===== config.mk =====
export PLATFORM = sky130hd
export DESIGN_NAME = alu_ctrl_seq
export DESIGN_NICKNAME = d
export VERILOG_FILES = /design/src/rtl/alu_ctrl_pkg.sv /design/src/rtl/alu_ctrl_decode.sv /design/src/rtl/alu_ctrl_seq.sv
export SDC_FILE = /design/constraint.sdc
export NUM_CORES = 1
export LEC_CHECK = 0
export ABC_AREA = 1
export CELL_PAD_IN_SITES_DETAIL_PLACEMENT = 1
export CELL_PAD_IN_SITES_GLOBAL_PLACEMENT = 1
export CORE_MARGIN = 2
export CORE_UTILIZATION = 31
export DETAILED_ROUTE_END_ITERATION = 7
export GPL_TIMING_DRIVEN = 0
export PLACE_DENSITY = 0.83
export SLEW_MARGIN = 0
export SYNTH_ARGS = -nofsm -noshare
export SYNTH_HDL_FRONTEND = slang
export SYNTH_SLANG_ARGS = --single-unit

===== constraint.sdc =====
create_clock -name clk -period 1.7 [get_ports clk]
set_clock_uncertainty 0.2 [all_clocks]
set_input_delay 0.425 -clock clk [delete_from_list [all_inputs] [get_ports clk]]
set_output_delay 0.425 -clock clk [all_outputs]
set_load 0.01 [all_outputs]

===== src/rtl/alu_ctrl_pkg.sv =====
// alu_ctrl_pkg: shared definitions for the sequenced ALU control unit.
//   - ALU control code values driven on alu_ctrl
//   - alu_op encodings produced by the main control unit
//   - FSM state and decoded-operation kind enumerations
package alu_ctrl_pkg;

    // ALU control codes
    localparam logic [3:0] ALU_AND     = 4'b0000;
    localparam logic [3:0] ALU_SLT     = 4'b0001;
    localparam logic [3:0] ALU_OR      = 4'b0010;
    localparam logic [3:0] ALU_XOR     = 4'b0011;
    localparam logic [3:0] ALU_ADD     = 4'b0100;
    localparam logic [3:0] ALU_PASS    = 4'b0101;
    localparam logic [3:0] ALU_SLL1    = 4'b0110;
    localparam logic [3:0] ALU_SRA1    = 4'b0111;
    localparam logic [3:0] ALU_MULSTEP = 4'b1000;
    localparam logic [3:0] ALU_SUB     = 4'b1100;

    // alu_op encodings
    localparam logic [1:0] AOP_MEM   = 2'b00;
    localparam logic [1:0] AOP_BEQ   = 2'b01;
    localparam logic [1:0] AOP_RTYPE = 2'b10;
    localparam logic [1:0] AOP_ITYPE = 2'b11;

    typedef enum logic [1:0] {
        ST_IDLE   = 2'd0,
        ST_ISSUE  = 2'd1,
        ST_REPEAT = 2'd2
    } state_t;

    typedef enum logic [1:0] {
        KIND_SINGLE = 2'd0,
        KIND_SHIFT  = 2'd1,
        KIND_MUL    = 2'd2
    } kind_t;

endpackage


===== src/rtl/alu_ctrl_decode.sv =====
// alu_ctrl_decode: combinational instruction decoder.
// Maps (alu_op, opcode, funct) to an ALU code, an operation kind and an
// illegal flag. MUL (R-format opcode 0011, funct 00) decodes only when the
// ALU_MUL_EN macro is defined; otherwise it is illegal.
// Ports:
//   alu_op  in  2        operation class from the main control unit
//   opcode  in  OPC_W    instruction opcode
//   funct   in  FUNCT_W  R-format function field
//   code    out CTRL_W   ALU control code (single-step code for shifts)
//   kind    out kind_t   single, shift or mul
//   illegal out 1        encoding is not mapped
module alu_ctrl_decode
    import alu_ctrl_pkg::*;
#(
    parameter int OPC_W   = 4,
    parameter int FUNCT_W = 2,
    parameter int CTRL_W  = 4
) (
    input  logic [1:0]         alu_op,
    input  logic [OPC_W-1:0]   opcode,
    input  logic [FUNCT_W-1:0] funct,
    output logic [CTRL_W-1:0]  code,
    output kind_t              kind,
    output logic               illegal
);

    // Decode table; every unmatched branch flags illegal.
    always_comb begin
        code    = CTRL_W'(ALU_AND);
        kind    = KIND_SINGLE;
        illegal = 1'b0;
        case (alu_op)
            AOP_MEM: begin
                code = CTRL_W'(ALU_ADD);
            end
            AOP_BEQ: begin
                code = CTRL_W'(ALU_SUB);
            end
            AOP_ITYPE: begin
                if (opcode == OPC_W'(4'b1001)) begin
                    code = CTRL_W'(ALU_ADD);
                end else if (opcode == OPC_W'(4'b1010)) begin
                    code = CTRL_W'(ALU_SUB);
                end else if (opcode == OPC_W'(4'b1011)) begin
                    code = CTRL_W'(ALU_SLT);
                end else begin
                    illegal = 1'b1;
                end
            end
            AOP_RTYPE: begin
                if (opcode == OPC_W'(4'b0000)) begin
                    if (funct == FUNCT_W'(2'b00)) begin
                        code = CTRL_W'(ALU_AND);
                    end else if (funct == FUNCT_W'(2'b01)) begin
                        code = CTRL_W'(ALU_OR);
                    end else if (funct == FUNCT_W'(2'b10)) begin
                        code = CTRL_W'(ALU_XOR);
                    end else begin
                        illegal = 1'b1;
                    end
                end else if (opcode == OPC_W'(4'b0001)) begin
                    if (funct == FUNCT_W'(2'b00)) begin
                        code = CTRL_W'(ALU_ADD);
                    end else if (funct == FUNCT_W'(2'b01)) begin
                        code = CTRL_W'(ALU_SUB);
                    end else begin
                        illegal = 1'b1;
                    end
                end else if (opcode == OPC_W'(4'b0010)) begin
                    kind = KIND_SHIFT;
                    if (funct == FUNCT_W'(2'b00)) begin
                        code = CTRL_W'(ALU_SLL1);
                    end else if (funct == FUNCT_W'(2'b01)) begin
                        code = CTRL_W'(ALU_SRA1);
                    end else begin
                        kind    = KIND_SINGLE;
                        illegal = 1'b1;
                    end
`ifdef ALU_MUL_EN
                end else if ((opcode == OPC_W'(4'b0011)) && (funct == FUNCT_W'(2'b00))) begin
                    code = CTRL_W'(ALU_MULSTEP);
                    kind = KIND_MUL;
`endif
                end else begin
                    illegal = 1'b1;
                end
            end
            default: begin
                illegal = 1'b1;
            end
        endcase
    end

endmodule


===== src/rtl/alu_ctrl_seq.sv =====
// alu_ctrl_seq: registered ALU control sequencer.
// Accepts one decoded instruction per in_valid/in_ready handshake and emits
// a stream of ALU control codes: one step for single-cycle ops, N single-bit
// steps for a shift by N (one PASS step for N = 0), DATA_W MULSTEP steps for
// MUL when the ALU_MUL_EN macro is defined.
// Ports:
//   clk, rst_n            clock, synchronous active-low reset
//   in_valid / in_ready   instruction handshake
//   alu_op, opcode, funct, shamt   instruction fields, sampled at accept
//   out_valid, alu_ctrl   step strobe and ALU control code
//   step_first/step_last  first / final step of the current op
//   illegal               one-cycle pulse for an unmapped encoding
//   busy                  multi-step sequence in progress (stall)
module alu_ctrl_seq
    import alu_ctrl_pkg::*;
#(
    parameter int DATA_W  = 16,
    parameter int OPC_W   = 4,
    parameter int FUNCT_W = 2,
    parameter int CTRL_W  = 4,
    parameter int SHAMT_W = $clog2(DATA_W)
) (
    input  logic               clk,
    input  logic               rst_n,
    input  logic               in_valid,
    output logic               in_ready,
    input  logic [1:0]         alu_op,
    input  logic [OPC_W-1:0]   opcode,
    input  logic [FUNCT_W-1:0] funct,
    input  logic [SHAMT_W-1:0] shamt,
    output logic               out_valid,
    output logic [CTRL_W-1:0]  alu_ctrl,
    output logic               step_first,
    output logic               step_last,
    output logic               illegal,
    output logic               busy
);

    localparam int CNT_W = $clog2(DATA_W) + 1;

    state_t              state_r, state_n_s;
    logic [CNT_W-1:0]    cnt_r, cnt_n_s;
    logic [CTRL_W-1:0]   dec_code_s, first_code_s;
    kind_t               dec_kind_s;
    logic                dec_illegal_s;
    logic                accept_s;
    logic [CNT_W-1:0]    steps_s;

    logic                out_valid_r, out_valid_n_s;
    logic [CTRL_W-1:0]   alu_ctrl_r, alu_ctrl_n_s;
    logic                step_first_r, step_first_n_s;
    logic                step_last_r, step_last_n_s;
    logic                illegal_r, illegal_n_s;
    logic                busy_r, busy_n_s;

    alu_ctrl_decode #(
        .OPC_W   (OPC_W),
        .FUNCT_W (FUNCT_W),
        .CTRL_W  (CTRL_W)
    ) u_decode (
        .alu_op  (alu_op),
        .opcode  (opcode),
        .funct   (funct),
        .code    (dec_code_s),
        .kind    (dec_kind_s),
        .illegal (dec_illegal_s)
    );

    // Ready in IDLE or on the last step, so the next op issues without a bubble.
    assign in_ready = (state_r == ST_IDLE) || step_last_r;
    assign accept_s = in_valid && in_ready;

    // Step count and first code of the op being accepted; shift by 0 is one PASS.
    always_comb begin
        steps_s      = CNT_W'(1);
        first_code_s = dec_code_s;
        case (dec_kind_s)
            KIND_SHIFT: begin
                if (shamt == SHAMT_W'(0)) begin
                    first_code_s = CTRL_W'(ALU_PASS);
                end else begin
                    steps_s = CNT_W'(shamt);
                end
            end
            KIND_MUL: begin
                steps_s = CNT_W'(DATA_W);
            end
            KIND_SINGLE: begin
                steps_s = CNT_W'(1);
            end
            default: begin
                steps_s = CNT_W'(1);
            end
        endcase
    end

    // Next state, remaining-step count and next output values.
    // cnt_r counts the step currently on the outputs plus those still to come.
    always_comb begin
        state_n_s      = ST_IDLE;
        cnt_n_s        = '0;
        out_valid_n_s  = 1'b0;
        alu_ctrl_n_s   = alu_ctrl_r;
        step_first_n_s = 1'b0;
        step_last_n_s  = 1'b0;
        illegal_n_s    = 1'b0;
        busy_n_s       = 1'b0;
        if (accept_s) begin
            if (dec_illegal_s) begin
                illegal_n_s = 1'b1;
            end else begin
                out_valid_n_s  = 1'b1;
                alu_ctrl_n_s   = first_code_s;
                step_first_n_s = 1'b1;
                step_last_n_s  = (steps_s == CNT_W'(1));
                busy_n_s       = (steps_s > CNT_W'(1));
                cnt_n_s        = steps_s;
                state_n_s      = (steps_s > CNT_W'(1)) ? ST_REPEAT : ST_ISSUE;
            end
        end else if ((state_r == ST_REPEAT) && (cnt_r > CNT_W'(1))) begin
            state_n_s     = ST_REPEAT;
            cnt_n_s       = cnt_r - CNT_W'(1);
            out_valid_n_s = 1'b1;
            step_last_n_s = (cnt_r == CNT_W'(2));
            busy_n_s      = (cnt_r > CNT_W'(2));
        end else begin
            state_n_s = ST_IDLE;
        end
    end

    // State and output registers with synchronous active-low reset.
    always_ff @(posedge clk) begin
        if (!rst_n) begin
            state_r      <= ST_IDLE;
            cnt_r        <= '0;
            out_valid_r  <= 1'b0;
            alu_ctrl_r   <= '0;
            step_first_r <= 1'b0;
            step_last_r  <= 1'b0;
            illegal_r    <= 1'b0;
            busy_r       <= 1'b0;
        end else begin
            state_r      <= state_n_s;
            cnt_r        <= cnt_n_s;
            out_valid_r  <= out_valid_n_s;
            alu_ctrl_r   <= alu_ctrl_n_s;
            step_first_r <= step_first_n_s;
            step_last_r  <= step_last_n_s;
            illegal_r    <= illegal_n_s;
            busy_r       <= busy_n_s;
        end
    end

    assign out_valid  = out_valid_r;
    assign alu_ctrl   = alu_ctrl_r;
    assign step_first = step_first_r;
    assign step_last  = step_last_r;
    assign illegal    = illegal_r;
    assign busy       = busy_r;

endmodule


==> results by group <==
Outcome
  • Status: finished, final reports clean

Pwr
  • Leak Pwr: 0.778 nW
  • Peak supply drop: around 0.22 mV
  • Cell Pwr Density: around 580 nW/um^2

STA
  • Max Freq: approximately 0.61 GHz
  • Setup TNS: 0 ps
  • Final Critical Period: 1640 ps
  • Hold Fails Final Rpt: 0
  • Final worst setup slack: around 62 ps
  • Crit share post-route: 0.963
  • Rel. slew slack: 0.826
  • Final setup fails: 0
  • Hold Slack: 316 ps
  • Slew @ Worst Pin: between 200 and 300 ps
  • Max Transition Viols Final: 0

Drt
  • 1st-iter DRT viols: 20
  • DR pass1 iterations: 4
  • Vias/cell: between 4 and 5
  • Total Wirelength: between 2 and 3 mm
  • Via count: around 1100
  • Routed Antenna Nets: 0
  • # DRC: 0
  • Avg WL per Cell: about 12 um

Global routing
  • Vias in the first global route: roughly 1200
  • All-layer global routing usage: 0.157
  • Largest net degree at the start of global routing: 10
  • Gr ovfl total: 0
  • Initial antenna violation count: 0
  • First-pass GRT wire length: around 4.9 mm

CTS
  • Longest Clk Path Bufs: 2
  • # hold bufs at CTS: 0
  • CTS tree: built
  • CTS root buf: clkbuf_4
  • Clock sinks: 16
  • CTS clk-pin slew, worst paths: about 90 ps
  • H-tree Lvls: 1
  • Worst-Skew Late Latency: around 300 ps
  • CTS buffer count: 3

Die
  • Num ports: 25
  • Die Y: between 60 and 70 um
  • Row count: 21
  • Die Area: between 3000 and 4000 sq um
  • Core Footprint: between 3000 and 4000 sq um
  • Die width: 62.5 um
  • Initial Util: 0.320

Synth
  • Yosys top cell area share: 0.302
  • Syn Inst Count: 157
  • Syn avg cell area: 6.76 sq um
  • Synth cell count leaders: nand2_1, inv_1, nor2_1
  • Most frequent cell after synthesis: nand2_1
  • Sequential-to-total area share from yosys stat: 0.302
  • Largest area contributor in the netlist: dfxtp_1
  • Post-synth EDFFs: 0
  • Syn Std Cell Area: 1060 sq um
  • #FFs+latches synth: 16
  • YS warnings: 0
  • Syn nets: around 180
  • Yosys cell types: 25
  • Async S/R FF share, synth: 0
  • Synth area leaders: dfxtp_1, nand2_1, inv_1
  • Post-synth top flop: dfxtp_1

Placement
  • Pre-CTS setup slack: -667 ps
  • Final HPWL DP: 2.13 mm
  • Port Buffers: 24
  • Dpl cells: roughly 230
  • Placer Congestion: 0.825

Critical path
  • Crit path max fanout: 5
  • Critical path type: input port to flop
  • Slowest Stage Delay on Critical Path: between 200 and 250 ps
  • Crit path launch type: input port
  • Worst path arrival time: 1620 ps
  • Ordered list of cells on the worst path: clkdlybuf4s15_2, inv_1, ha_1, nor2_2, inv_1, nand3_2, nand3_4, nand3_4, nor2_4, nand2_2, nand2_1
  • Slowest stage cell on the critical path: clkdlybuf4s15_2
  • Critical path capture point type: flop
  • Required @ worst endpoint: 1690 ps

Finish
  • Number of diodes: 0
  • Post-route insts no fill: approximately 240
  • Share of cells above drive strength 1: 0.263
  • Fin util: 0.449
  • Final nets: 213
  • Area Growth Syn to Fin: 40.2%

Hold path
  • Hold/Removal Path Class: flop to flop

Run
  • Max-cap violations: 0
metrics by stage:
step | cell area, sq um | power (mW)
after global routing | 1490 | 0.910
after global placement | 1360 | 0.597
final | 1490 | 0.863
after CTS | 1450 | 0.861
after floorplan | 1060 | 0.511
after detailed placement | 1360 | 0.606
cells by family after synthesis:
group,Yosys count,share of synthesized area
AO/OA/AOI/OAI,11,0.0613
XOR/XNOR,3,0.0248
adder cells (fa/ha/maj),7,0.0825
buffers and inverters,33,0.118
flip-flops,16,0.302
AND/OR/NAND/NOR,87,0.412
cell type report:
cell class	count	area, sq um
fill	471	1820
multi-input combinational	109	696
sequential	16	323
timing repair buffer	28	250
inverter	33	125
tap	46	57.6
clock buffer	4	36.3
metal layers:
| metal | vias to the layer above | track usage | wire, um |
|---|---|---|---|
| met4 | 0 | 0.0889 | 110 |
| met1 | 494 | 0.170 | 1150 |
| met2 | 29 | 0.290 | 1450 |
| met5 | - | 0 | 0 |
| met3 | 11 | 0.0234 | 119 |
| li1 | 546 | - | - |
cells in the final DEF, fill, tap and decap left out, types with 2 or more instances in the layout:
cell and instances:
nand2_1 31, inv_1 24, nor2_1 16, dfxtp_1 14, dlygate4sd2_1 13, nand3_1 11, inv_2 8, nand2_2 6
nor2_4 6, ha_1 6, clkdlybuf4s50_1 6, nand3_2 5, nor2_2 4, buf_4 4, o21ai_1 3, xor2_1 3
a21oi_1 3, clkbuf_4 3, nand3b_1 2, nand3_4 2, o21ai_0 2, dlymetal6s2s_1 2, clkbuf_2 2, dfxtp_2 2
report_power, final:
group	internal (mW)	switching [mW]
Clock	0.131	0.125
Combinational	0.0872	0.123
Sequential	0.391	0.00594
worst max-delay path, delay by kind of cell:
kind          cells  cell delay (ps)
fa+ha+maj         1              200
buf+inv           3              370
simple gates      7              620
flip-flops by register name, summed over array words and instances, names as in the netlist:
name        count
alu_ctrl        4
illegal         1
state_r         2
step_last       1
busy            1
out_valid       1
step_first      1
cnt_r           5
worst paths after layout:
| path | start | to | slack, ps | cells past startpoint |
|---|---|---|---|---|
| worst max register to register | cnt_r[1] | cnt_r[0] | 190 | 9 |
| worst min register to register | alu_ctrl[3] | alu_ctrl[3] | 320 | 4 |
| worst min-delay path | alu_ctrl[3] | alu_ctrl[3] | 320 | 4 |
| worst max-delay path | funct[0] | state_r[1] | 60 | 11 |
timing repair:
action	in CTS	in global routing
resized for setup	30	13
gates cloned	1	0
buffers inserted	3	1
pin swaps	8	5
endpoints found under the hold margin	0	0
setup endpoints to repair	25	13
Note: power is estimated with default switching activity, not from simulation.
==> variant 1 (same flow settings) <==
Add a define of `ALU_MUL_EN`.
--- a/src/rtl/alu_ctrl_decode.sv
+++ b/src/rtl/alu_ctrl_decode.sv
@@ -9,6 +9,8 @@
 //   code    out CTRL_W   ALU control code (single-step code for shifts)
 //   kind    out kind_t   single, shift or mul
 //   illegal out 1        encoding is not mapped
+`define ALU_MUL_EN
+
 module alu_ctrl_decode
     import alu_ctrl_pkg::*;
 #(
Formal check against the unedited RTL: not equivalent (a bounded check fails within 4 cycles, from zero or initial values and one cycle with rst_n low).
==> variant 1 against the unedited design <==
- final cell count grew 6.8%
- setup slack lost 0.17 ns
- design area grew 18%
- sequential cell count is the same
- wire length grew 30%
- global-route usage grew 2.6 points
- largest power group unchanged
- the flow now finishes with violations (negative setup slack)
- power grew 3.2%
- critical path depth grew 3
- synthesized area shrank 1.5%
- clock power grew 4%
- critical endpoint is now step_last
- highest routed layer unchanged
==> variant 1: results (changes against the unedited design) <==
- Post-Synth XOR/XNOR Area: 2.51% (+0.039 points)
- Number of global-route vias before repair: 1,224 (+6.2%)
- Met1 global-route usage: 21.0% (+4.0 points)
- Top cells by area, synth: dfxtp_1 (31%), nand2_1 (13%), ha_1 (11%), inv_1 (9.0%), nor2_1 (7.5%)
- P_clk: 0.265 mW (+4%)
- Fin Hold WS: 0.240 ns (-0.0764 ns)
- Crit-path max FO: 3 (-2)
- Synth Area in Adders: 10.8% (+2.5 points)
- Setup ws final: -0.113 ns (-0.175 ns)
- Comb power: 0.231 mW (+10%)
- Library cells used by synthesis: 23 (-8.0%)
- R2r setup slk: 0.03 ns (-0.16 ns)
- Worst r2r dst: cnt_r[3]
- First-pass GRT wire length: 5210 µm (+6.8%)
- Largest stage delay, worst path: 0.18 ns (-0.04 ns)
- Max IR drop VDD: 0.188 mV (-14%)
- Leak: 0.800 nW (+2.8%)
- Status: finished, violations left
- Starting DRT DRC Count: 33 (+65%)
- Hold/Removal Path Class: primary input to flop
- Cells on worst reg2reg path: 8 (-1)
- Failing checks: negative setup slack
- Post-DP Area: 1430 µm² (+5.0%)
- Setup violators final: 9 (+9)
- Dpl ws: -1.14 ns (-0.476 ns)
- Routing usage on met3: 1.04% (-1.3 points)
- M2 GR Usage: 33.3% (+4.3 points)
- Syn Nets: 182 (+1.7%)
- Synth cell count leaders: nand2_1 (37), inv_1 (25), nor2_1 (21), dfxtp_1 (16), nand3_1 (13)
- Final Wtd Congestion: 0.733 (-11%)
- Via/cell ratio: 4.79 (+4.6%)
- Relative slew slack: 67.3% (-15 points)
- Post-CTS resize count: 83 (+180%)
- Total negative slack: -0.382 ns (-0.382 ns)
- Compound-Gate Fraction of Synth Area: 9.22% (+3.1 points)
- Pint: 0.626 mW (+2.7%)
- Proportion of layout cells with a drive suffix above 1: 44.2% (+18 points)
- All-Layer GR Usage: 18.3% (+2.6 points)
- Hold Path Origin: rst_n
- Syn Area/Cell: 6.61 µm² (-2.2%)
## variant 1: cell types whose count changed after synthesis, sizes merged, moves of 2 or more
cell and change:
nor2 -2, inv -6, or2 -2, nand4 +2, o21ai +6, nor3 +2, buf +2, ha +2
nand3 -3
## variant 1: how the worst max path moves through the flow
stage | from | end | slack (ns)
2_1_floorplan | funct[1] | step_last | -0.20
3_3_place_gp | funct[1] | step_last | -1.07
3_5_place_dp | funct[1] | step_last | -1.14
4_1_cts | funct[0] | cnt_r[0] | -0.09
5_1_grt | funct[1] | cnt_r[0] | -0.21
6_report | funct[1] | step_last | -0.11
## variant 1: cell type report
| type | count | area (µm²) | share of cell area [%] |
|---|---|---|---|
| Clock buffer | 4 | 36.3 | 2.07 |
| Buffer | 2 | 16.3 | 0.929 |
| Timing Repair Buffer | 44 | 375 | 21.4 |
| Sequential cell | 16 | 323 | 18.4 |
| Inverter | 26 | 119 | 6.79 |
| Multi-Input combinational cell | 114 | 825 | 47.1 |
| Tap cell | 46 | 57.6 | 3.29 |
==> variant 2 (same flow settings) <==
Without the edit above. Reset style: asynchronous (`rst_n`), changed in one clocked block. Comments in the files are not updated.
--- a/src/rtl/alu_ctrl_seq.sv
+++ b/src/rtl/alu_ctrl_seq.sv
@@ -129,7 +129,7 @@
     end
 
     // State and output registers with synchronous active-low reset.
-    always_ff @(posedge clk) begin
+    always_ff @(posedge clk or negedge rst_n) begin
         if (!rst_n) begin
             state_r      <= ST_IDLE;
             cnt_r        <= '0;
Check against the original RTL: differs if rst_n is asserted again (counterexample within 4 cycles, from zero or initial values and one cycle with rst_n low); with rst_n held inactive, the same outputs for 10 cycles.
==> variant 2 against the unedited design <==
- wire length is 0.99% lower
- non-clock buffer count is 5 higher
- design area grew 1.9%
- fmax fell by 3.0%
- largest cell class unchanged
- sequential cell count stayed put
- power up 7.5%
- synthesized area shrank 1.4%
- setup slack got worse by 0.050 ns
- critical path type is now flop to primary output
- worst hold slack lost 0.020 ns
- final cell count fell by 8.5%
==> variant 2: results (changes against the unedited design) <==
- Cells on worst reg2reg path: 8 (-1)
- Relative slew slack: 51.7% (-31 points)
- Crit path DAT: 1.06 ns (-0.56 ns)
- Met1 global-route usage: 15.1% (-1.9 points)
- Leak: 0.789 nW (+1.4%)
- Hold path cells: 2 (-2)
- Fin Hold WS: 0.296 ns (-0.0205 ns)
- Met3 wire len: 89 µm (-25%)
- WL/cell: 13.0 µm (+8.2%)
- Post-DP HPWL: 2050 µm (-4.0%)
- First-pass GRT wire length: 4340 µm (-11%)
- Pint: 0.655 mW (+7.5%)
- Seq/Total Area, Yosys: 38.3% (+8.1 points)
- Root Driver: clkbuf_4
- Crit-path max FO: 2 (-3)
- Largest net degree at the start of global routing: 17 (+7)
- Via count: 996 (-7.8%)
- ANT cells: 0 (unchanged)
- Synth async-reset ratio: 100% (+100 points)
- Final Wtd Congestion: 0.850 (+3.0%)
- Routed wl met2: 1630 µm (+13%)
- Syn Nets: 156 (-13%)
- CTS Buffer Depth: 2 (unchanged)
- Starting DRT DRC Count: 12 (-40%)
- Setup violators final: 0 (unchanged)
- M2 GR Usage: 31.7% (+2.7 points)
- Nets@finish: 193 (-9.4%)
- Worst r2r dst: alu_ctrl[0]
- Detailed Routing Iterations Pass 1: 2 (-2)
- WHS Endpoint: alu_ctrl[3]
- Proportion of layout cells with a drive suffix above 1: 29.4% (+3.1 points)
- Synth Area in Adders: 8.37% (+0.12 points)
- I/O Buffers: 24 (unchanged)
- Top cells by area, synth: dfrtp_1 (38%), nand2_1 (11%), ha_1 (8.4%), inv_1 (6.5%), nor2_1 (5.7%)
- Compound-Gate Fraction of Synth Area: 10.3% (+4.2 points)
- Via/cell ratio: 4.61 (+0.76%)
- Max IR drop VDD: 0.194 mV (-12%)
- Metal-1 WL: 1020 µm (-11%)
- Number of global-route vias before repair: 1,054 (-8.6%)
- Post-Synth XOR/XNOR Area: 2.51% (+0.036 points)
- Overall power: 0.927 mW (+7.5%)
- Syn Area/Cell: 7.81 µm² (+16%)
- TritonCTS Buffers: 3 (unchanged)
- Library cells used by synthesis: 24 (-4.0%)
- Comb power: 0.257 mW (+22%)
- Largest Register: cnt_r
- Hold Path Origin: alu_ctrl[3]
- Status: finished, final reports clean
- Flop pwr share: 45.0% (-1.0 points)
- Dpl cells: 204 (-10%)
- All-Layer GR Usage: 15.4% (-0.32 points)
- Routing usage on met3: 1.45% (-0.89 points)
- Post-DP Area: 1340 µm² (-1.1%)
- Reg-to-reg critical path startpoint: state_r[1]
- Synth cell count leaders: nand2_1 (31), inv_1 (18), dfrtp_1 (16), nor2_1 (16), ha_1 (7)
- Fill cells: 404 (-14%)
[variant 2: cell types whose count changed after synthesis, sizes merged, moves of 2 or more]
cell   before  now
a21oi       4    2
dfrtp       0   16
dfxtp      16    0
inv        32   19
nand2      38   35
nand3      17    7
nor2       26   22
nor3        1    3
o21ai       6   12
or2         2    0
[variant 2: how the worst max path moves through the flow]
stage | start | to | slack (ns) | cells after the start
floorplan | funct[1] | alu_ctrl[3] | 0.1 | 10
global placement | funct[1] | alu_ctrl[3] | -0.49 | 11
detailed placement | funct[1] | alu_ctrl[3] | -0.55 | 11
CTS | step_last | in_ready | -0.14 | 3
global route | state_r[0] | in_ready | -0.05 | 4
finish | state_r[0] | in_ready | 0.01 | 4
[variant 2: critical path: stages (launching register included)]
cell      delay, ns
dfrtp_1        0.38
nor2_2         0.04
nor2_2         0.17
inv_1          0.06
clkbuf_2       0.13
[variant 2: final cells by class]
| cell class | instances | area (µm²) | area share, % |
|---|---|---|---|
| multi-input cells | 97 | 634 | 41.8 |
| flip-flops and latches | 16 | 400 | 26.4 |
| repair buffers | 32 | 298 | 19.6 |
| inverters | 20 | 75.1 | 4.95 |
| well taps | 46 | 57.6 | 3.80 |
| clock buffers | 4 | 36.3 | 2.39 |
| plain buffers | 1 | 15.0 | 0.990 |
[variant 2: metrics by stage]
step           util (%)  TNS [ns]  setup slack, ns
6_report           46.2         0           0.0120
5_1_grt            46.2   -0.0523          -0.0523
4_1_cts            44.5    -0.145           -0.145
3_5_place_dp       40.9     -7.64           -0.551
3_3_place_gp       40.9     -6.41           -0.489
2_1_floorplan         -         0           0.0990
[variant 2: timing repair]
action	4_1_cts	5_1_grt
setup buffers	4	3
gates resized for setup	32	15
setup endpoints to repair	25	13
hold buffers	0	0
pin swaps	4	3
gates cloned	1	0
